--- src/rtl/note_sequencer.sv ---
// Note sequencer: queues (frequency, duration) commands and plays them on the sound_chip voice.
// Optional rests (frequency 0 keeps the voice silent) are enabled by defining NOTE_SEQ_REST_EN.
module note_sequencer #(
   parameter int unsigned FREQ_W    = 16,
   parameter int unsigned DUR_W     = 8,
   parameter int unsigned DEPTH     = 8,
   parameter int unsigned TICK_DIV  = 1000,
   parameter int unsigned GAP_TICKS = 1
) (
   input  logic                     CLK_IN,
   input  logic                     RESET,
   input  logic                     START,
   input  logic                     STOP,
   input  logic                     CMD_VALID,
   output logic                     CMD_READY,
   input  logic [FREQ_W-1:0]        CMD_FREQ,
   input  logic [DUR_W-1:0]         CMD_DUR,
   output logic [FREQ_W-1:0]        FREQ_OUT,
   output logic                     EN_OUT,
   output logic                     BUSY,
   output logic                     NOTE_DONE,
   output logic [$clog2(DEPTH):0]   FIFO_COUNT
);

   localparam int unsigned PTR_W  = $clog2(DEPTH);
   localparam int unsigned CNT_W  = PTR_W + 1;
   localparam int unsigned TICK_W = (TICK_DIV > 1) ? $clog2(TICK_DIV) : 1;
`ifdef NOTE_SEQ_REST_EN
   localparam bit REST_EN = 1'b1;
`else
   localparam bit REST_EN = 1'b0;
`endif

   typedef enum logic [1:0] {IDLE, LOAD, PLAY, GAP} state_e;

   logic [FREQ_W-1:0] freq_mem [DEPTH];
   logic [DUR_W-1:0]  dur_mem  [DEPTH];

   state_e            state_q;
   logic [PTR_W-1:0]  wr_ptr_q, rd_ptr_q;
   logic [TICK_W-1:0] tick_q;
   logic [DUR_W-1:0]  dur_q;

   logic              push, pop, tick_wrap, run_end, head_rest;
   logic [PTR_W-1:0]  next_ptr;
   logic [FREQ_W-1:0] head_freq;
   logic [DUR_W-1:0]  head_dur, next_dur;

   assign CMD_READY = (FIFO_COUNT < CNT_W'(DEPTH)) && !STOP;
   assign push      = CMD_VALID && CMD_READY;
   assign pop       = (state_q == LOAD) && !STOP;
   assign tick_wrap = (tick_q == TICK_W'(TICK_DIV - 1));
   assign run_end   = tick_wrap && (dur_q == DUR_W'(1));
   assign head_freq = freq_mem[rd_ptr_q];
   assign head_dur  = dur_mem[rd_ptr_q];
   assign head_rest = REST_EN && (head_freq == '0);
   // Entry that the upcoming LOAD will pop; lets a zero-length note flag NOTE_DONE in its LOAD cycle
   assign next_ptr  = (state_q == LOAD) ? rd_ptr_q + PTR_W'(1) : rd_ptr_q;
   assign next_dur  = dur_mem[next_ptr];

   always_ff @(posedge CLK_IN) begin
      if (push) begin
         freq_mem[wr_ptr_q] <= CMD_FREQ;
         dur_mem[wr_ptr_q]  <= CMD_DUR;
      end
   end

   always_ff @(posedge CLK_IN or posedge RESET) begin
      if (RESET) begin
         state_q    <= IDLE;
         wr_ptr_q   <= '0;
         rd_ptr_q   <= '0;
         FIFO_COUNT <= '0;
         tick_q     <= '0;
         dur_q      <= '0;
         FREQ_OUT   <= '0;
         EN_OUT     <= 1'b0;
         BUSY       <= 1'b0;
         NOTE_DONE  <= 1'b0;
      end else begin
         NOTE_DONE <= 1'b0;
         if (push) wr_ptr_q <= wr_ptr_q + PTR_W'(1);
         if (pop)  rd_ptr_q <= rd_ptr_q + PTR_W'(1);
         FIFO_COUNT <= FIFO_COUNT + CNT_W'(push) - CNT_W'(pop);
         if (STOP) begin
            state_q    <= IDLE;
            wr_ptr_q   <= '0;
            rd_ptr_q   <= '0;
            FIFO_COUNT <= '0;
            tick_q     <= '0;
            dur_q      <= '0;
            EN_OUT     <= 1'b0;
            BUSY       <= 1'b0;
         end else begin
            case (state_q)
               IDLE: begin
                  if (START && FIFO_COUNT != '0) begin
                     state_q   <= LOAD;
                     BUSY      <= 1'b1;
                     NOTE_DONE <= (next_dur == '0);
                  end
               end
               LOAD: begin
                  tick_q <= '0;
                  dur_q  <= head_dur;
                  if (!head_rest) FREQ_OUT <= head_freq;
                  if (head_dur == '0) begin
                     if (FIFO_COUNT > CNT_W'(1)) begin
                        state_q   <= LOAD;
                        NOTE_DONE <= (next_dur == '0);
                     end else begin
                        state_q <= IDLE;
                        BUSY    <= 1'b0;
                     end
                  end else begin
                     state_q <= PLAY;
                     EN_OUT  <= !head_rest;
                  end
               end
               PLAY, GAP: begin
                  // Both states time out in whole ticks; dur_q holds the remaining ticks
                  tick_q <= tick_wrap ? '0 : tick_q + TICK_W'(1);
                  if (tick_wrap) dur_q <= dur_q - DUR_W'(1);
                  if (run_end) begin
                     EN_OUT <= 1'b0;
                     if (state_q == PLAY && GAP_TICKS != 0) begin
                        state_q   <= GAP;
                        dur_q     <= DUR_W'(GAP_TICKS);
                        NOTE_DONE <= 1'b1;
                     end else begin
                        NOTE_DONE <= (state_q == PLAY) ||
                                     (FIFO_COUNT != '0 && next_dur == '0);
                        if (FIFO_COUNT != '0) begin
                           state_q <= LOAD;
                        end else begin
                           state_q <= IDLE;
                           BUSY    <= 1'b0;
                        end
                     end
                  end
               end
               default: state_q <= IDLE;
            endcase
         end
      end
   end

endmodule

--- config.mk ---
export PLATFORM = sky130hd
export DESIGN_NAME = note_sequencer
export DESIGN_NICKNAME = d
export VERILOG_FILES = /design/src/rtl/note_sequencer.sv
export SDC_FILE = /design/constraint.sdc
export NUM_CORES = 1
export LEC_CHECK = 0
export BUFFER_PORTS_ARGS = -buffer_cell sky130_fd_sc_hd__buf_2
export CAP_MARGIN = 30
export CORE_MARGIN = 2
export CORE_UTILIZATION = 65
export CTS_CLUSTER_DIAMETER = 200
export DETAILED_ROUTE_END_ITERATION = 12
export HOLD_SLACK_MARGIN = 0.08
export PLACE_DENSITY_LB_ADDON = 0.1
export RECOVER_POWER = 50
export SLEW_MARGIN = 20
export SYNTH_ARGS = -nofsm -noshare
export SYNTH_HDL_FRONTEND = slang
export SYNTH_SLANG_ARGS = --single-unit
export TNS_END_PERCENT = 20
--- constraint.sdc ---
create_clock -name CLK_IN -period 9.15 [get_ports CLK_IN]
set_input_delay 0 -clock CLK_IN [delete_from_list [all_inputs] [get_ports CLK_IN]]
set_output_delay 0 -clock CLK_IN [all_outputs]
set_load 0.05 [all_outputs]
==> run metrics <==
Power per Cell Area 254 mW/mm2; met2 GRT Util 43.7%; Yosys warnings 0; Design Power 2.94 mW; Hold Path Depth 2; Cells after Synth 642; # DRC 0; Post-Syn Area 0.0101 mm2; Yosys reg bits 241; setup ws final 5.72 ns; area delta synth->final 14.5%; switching pwr 0.909 mW; sequential cell area fraction in the yosys report 68.9%; Max H-tree Level 1; # clock sinks 241; proportion of layout cells with a drive suffix above 1 17.7%; status complete, but fails checks; Post-synth ARST share 20.3%; worst endpoint data arrival time 3.81 ns; CP Max Fanout 20; FF-to-FF Start state_q[1]; CP required 9.54 ns; Synth area leader edfxtp_1; Initial Util 66.7%; number of synthesized flops with an enable pin 192; reg2reg setup slack 5.72 ns; reg2reg path depth 9; die height 129 um; failing checks max-capacitance violations, max-slew violations; Syn Nets 682; Core ar. 0.0152 mm2; nets@finish 773; sequential power share 45.8%; DPL Wire Length 12200 um; dpl cell area 0.0106 mm2; Net Sw Frac 30.9%; first-pass GRT wire length 33700 um; Leakage 3.95 nW; vias in the first global route 6095; Final Hold Violating Endpoints 0; GR Layer Usage met3 3.87%; max frequency 292 MHz; Syn Area/Cell 15.8 um2; IO Pins 53; gpl congestion 0.858; RSZ-0062 raised after global routing false; top cell type's share of synthesized area 56.9%; Fin Clk Skew 0.0213 ns; Die Span X 129 um; Root Buffer clkbuf_16; CTS max path bufs 3; Slew Limit Fails 50; Post-synth top flop edfxtp_1; Place WS 5.77 ns; met1 Track Usage GR 40.4%; reg2reg end FIFO_COUNT[2]; Total Routing Usage GR 27.1%; critical path capture point type flip-flop; CTS tree done; diode count 0; total number of vias 5960; clock power share 31.7%; CP Launch Point state_q[1]; final WL 21400 um; clock latency on the worst-skew pair 0.53 ns; Antenna Nets Post-Route 0; WS Path Type reg -> reg; Avg WL per Cell 22.8 um; initial drt markers 500; number of max-cap violations 1; setup_tns 0 ns; pin count of the biggest net entering global routing 55; Startpoint Class flip-flop; Die ar. 0.0166 mm2; Hold Slack 0.358 ns; Worst Tran Pin Value 2.87 ns; final setup fails 0; Synth area leaders edfxtp_1 (57%), dfrtp_1 (12%), mux4_2 (8.9%); vias per cell 6.35; grt ovf 0; Tmin final 3.43 ns; num rows 45; Int Pwr 2.03 mW; final design area excluding fillers 0.0116 mm2; final worst-path cycle share 37.4%; Worst Hold Class in -> reg; port buffer count 52; initial antenna violation count 0; Comb pwr share 22.5%; drt pass-1 iters 5; Num CTS Buffers 24; worst setup path end FIFO_COUNT[2]; Max-slew headroom -91.4%; GRT busiest layer met2; VDD IR max 0.000232 V; clk slew on worst S/H paths 0.06 ns; Yosys cell types 63
## kinds of logic (layout without fill, tap and decap cells)
family | after synthesis | after routing | share of synthesized area [%]
buffers and inverters | 41 | 150 | 1.95
DFF | 241 | 241 | 68.9
adders and majority gates | 11 | 11 | 1.43
muxes | 82 | 82 | 13.0
and+or+nand+nor | 173 | 173 | 8.60
xor gates and xnor gates | 7 | 7 | 0.605
AOI/OAI and AO/OA | 87 | 87 | 5.43
## cell type report
cell class / instances / area [um2]
flip-flops and latches: 241 / 6990
fillers: 947 / 3590
multi-input cells: 360 / 2980
clock buffers: 28 / 626
repair buffers: 93 / 591
well taps: 188 / 235
clock inverters: 16 / 141
inverters: 13 / 48.8
## worst max-delay path, cell delays in order (launching register included)
cell and delay, ns:
dfrtp_1 0.58, nor2_1 0.11, nand2_1 0.51, clkinv_1 0.69, ha_1 0.52, inv_1 0.04
ha_1 0.21, fa_1 0.40, xnor2_1 0.17, nor2_1 0.05
## synthesized netlist by cell type (all sizes together) (7+ instances only)
master / n
mux4: 40
nand2b: 9
a31oi: 9
buf: 16
o21ai: 36
nor3: 9
nor2: 46
ha: 10
a21oi: 14
nand2: 51
edfxtp: 192
dfrtp: 49
clkbuf: 12
inv: 12
mux2i: 41
nor4: 20
nor2b: 7
## metrics by stage
| stage | cells | util (%) |
|---|---|---|
| after detailed placement | 867 | 69.8 |
| after global routing | 939 | 76.4 |
| final | 939 | 76.4 |
| after global placement | 867 | 69.8 |
| after CTS | 939 | 76.7 |
| after floorplan | 642 | - |
## registers in the layout (all words and copies together) (netlist names)
name and count:
freq_mem 128, dur_mem 64, FREQ_OUT 16, tick_q 10, dur_q 8, FIFO_COUNT 4, rd_ptr_q 3, wr_ptr_q 3
state_q 2, BUSY 1, EN_OUT 1, NOTE_DONE 1
## power groups by stage
stage | Clock, mW | Combinational [mW] | Sequential [mW]
floorplan | 0 | 0.366 | 1.49
global placement | 0 | 0.637 | 1.36
detailed placement | 0 | 0.655 | 1.37
CTS | 0.947 | 0.672 | 1.35
global route | 0.992 | 0.717 | 1.36
finish | 0.933 | 0.661 | 1.35
## worst min path at each step
stage	from	to	slack (ns)
6_report	CMD_FREQ[11]	freq_mem[4][11]	0.36
4_1_cts	RESET	dur_q[4]	0.23
5_1_grt	CMD_FREQ[11]	freq_mem[4][11]	0.38
3_3_place_gp	RESET	FREQ_OUT[8]	0.22
3_5_place_dp	RESET	wr_ptr_q[0]	0.23
2_1_floorplan	CMD_DUR[0]	dur_mem[0][0]	0.1
## per-layer routing
metal,vias to the layer above,routed length (um)
met5,-,0
met2,224,10400
met4,0,386
li1,2690,-
met3,37,1240
met1,3009,9360
## timing repair
item                      4_1_cts  5_1_grt
gates resized for setup         0        0
hold endpoints to repair      255        0
hold buffers                   28        0
buffers inserted                0        0
## layout by cell type (no fill, tap or decap), drive strengths merged, types with 28 or more instances in the layout
cell type	netlist	final
buf	16	29
clkbuf	12	64
dfrtp	49	49
dlygate4sd3	0	28
edfxtp	192	192
mux2i	41	41
mux4	40	40
nand2	51	51
nor2	46	46
o21ai	36	36
Note: power is estimated with default switching activity, not from simulation.
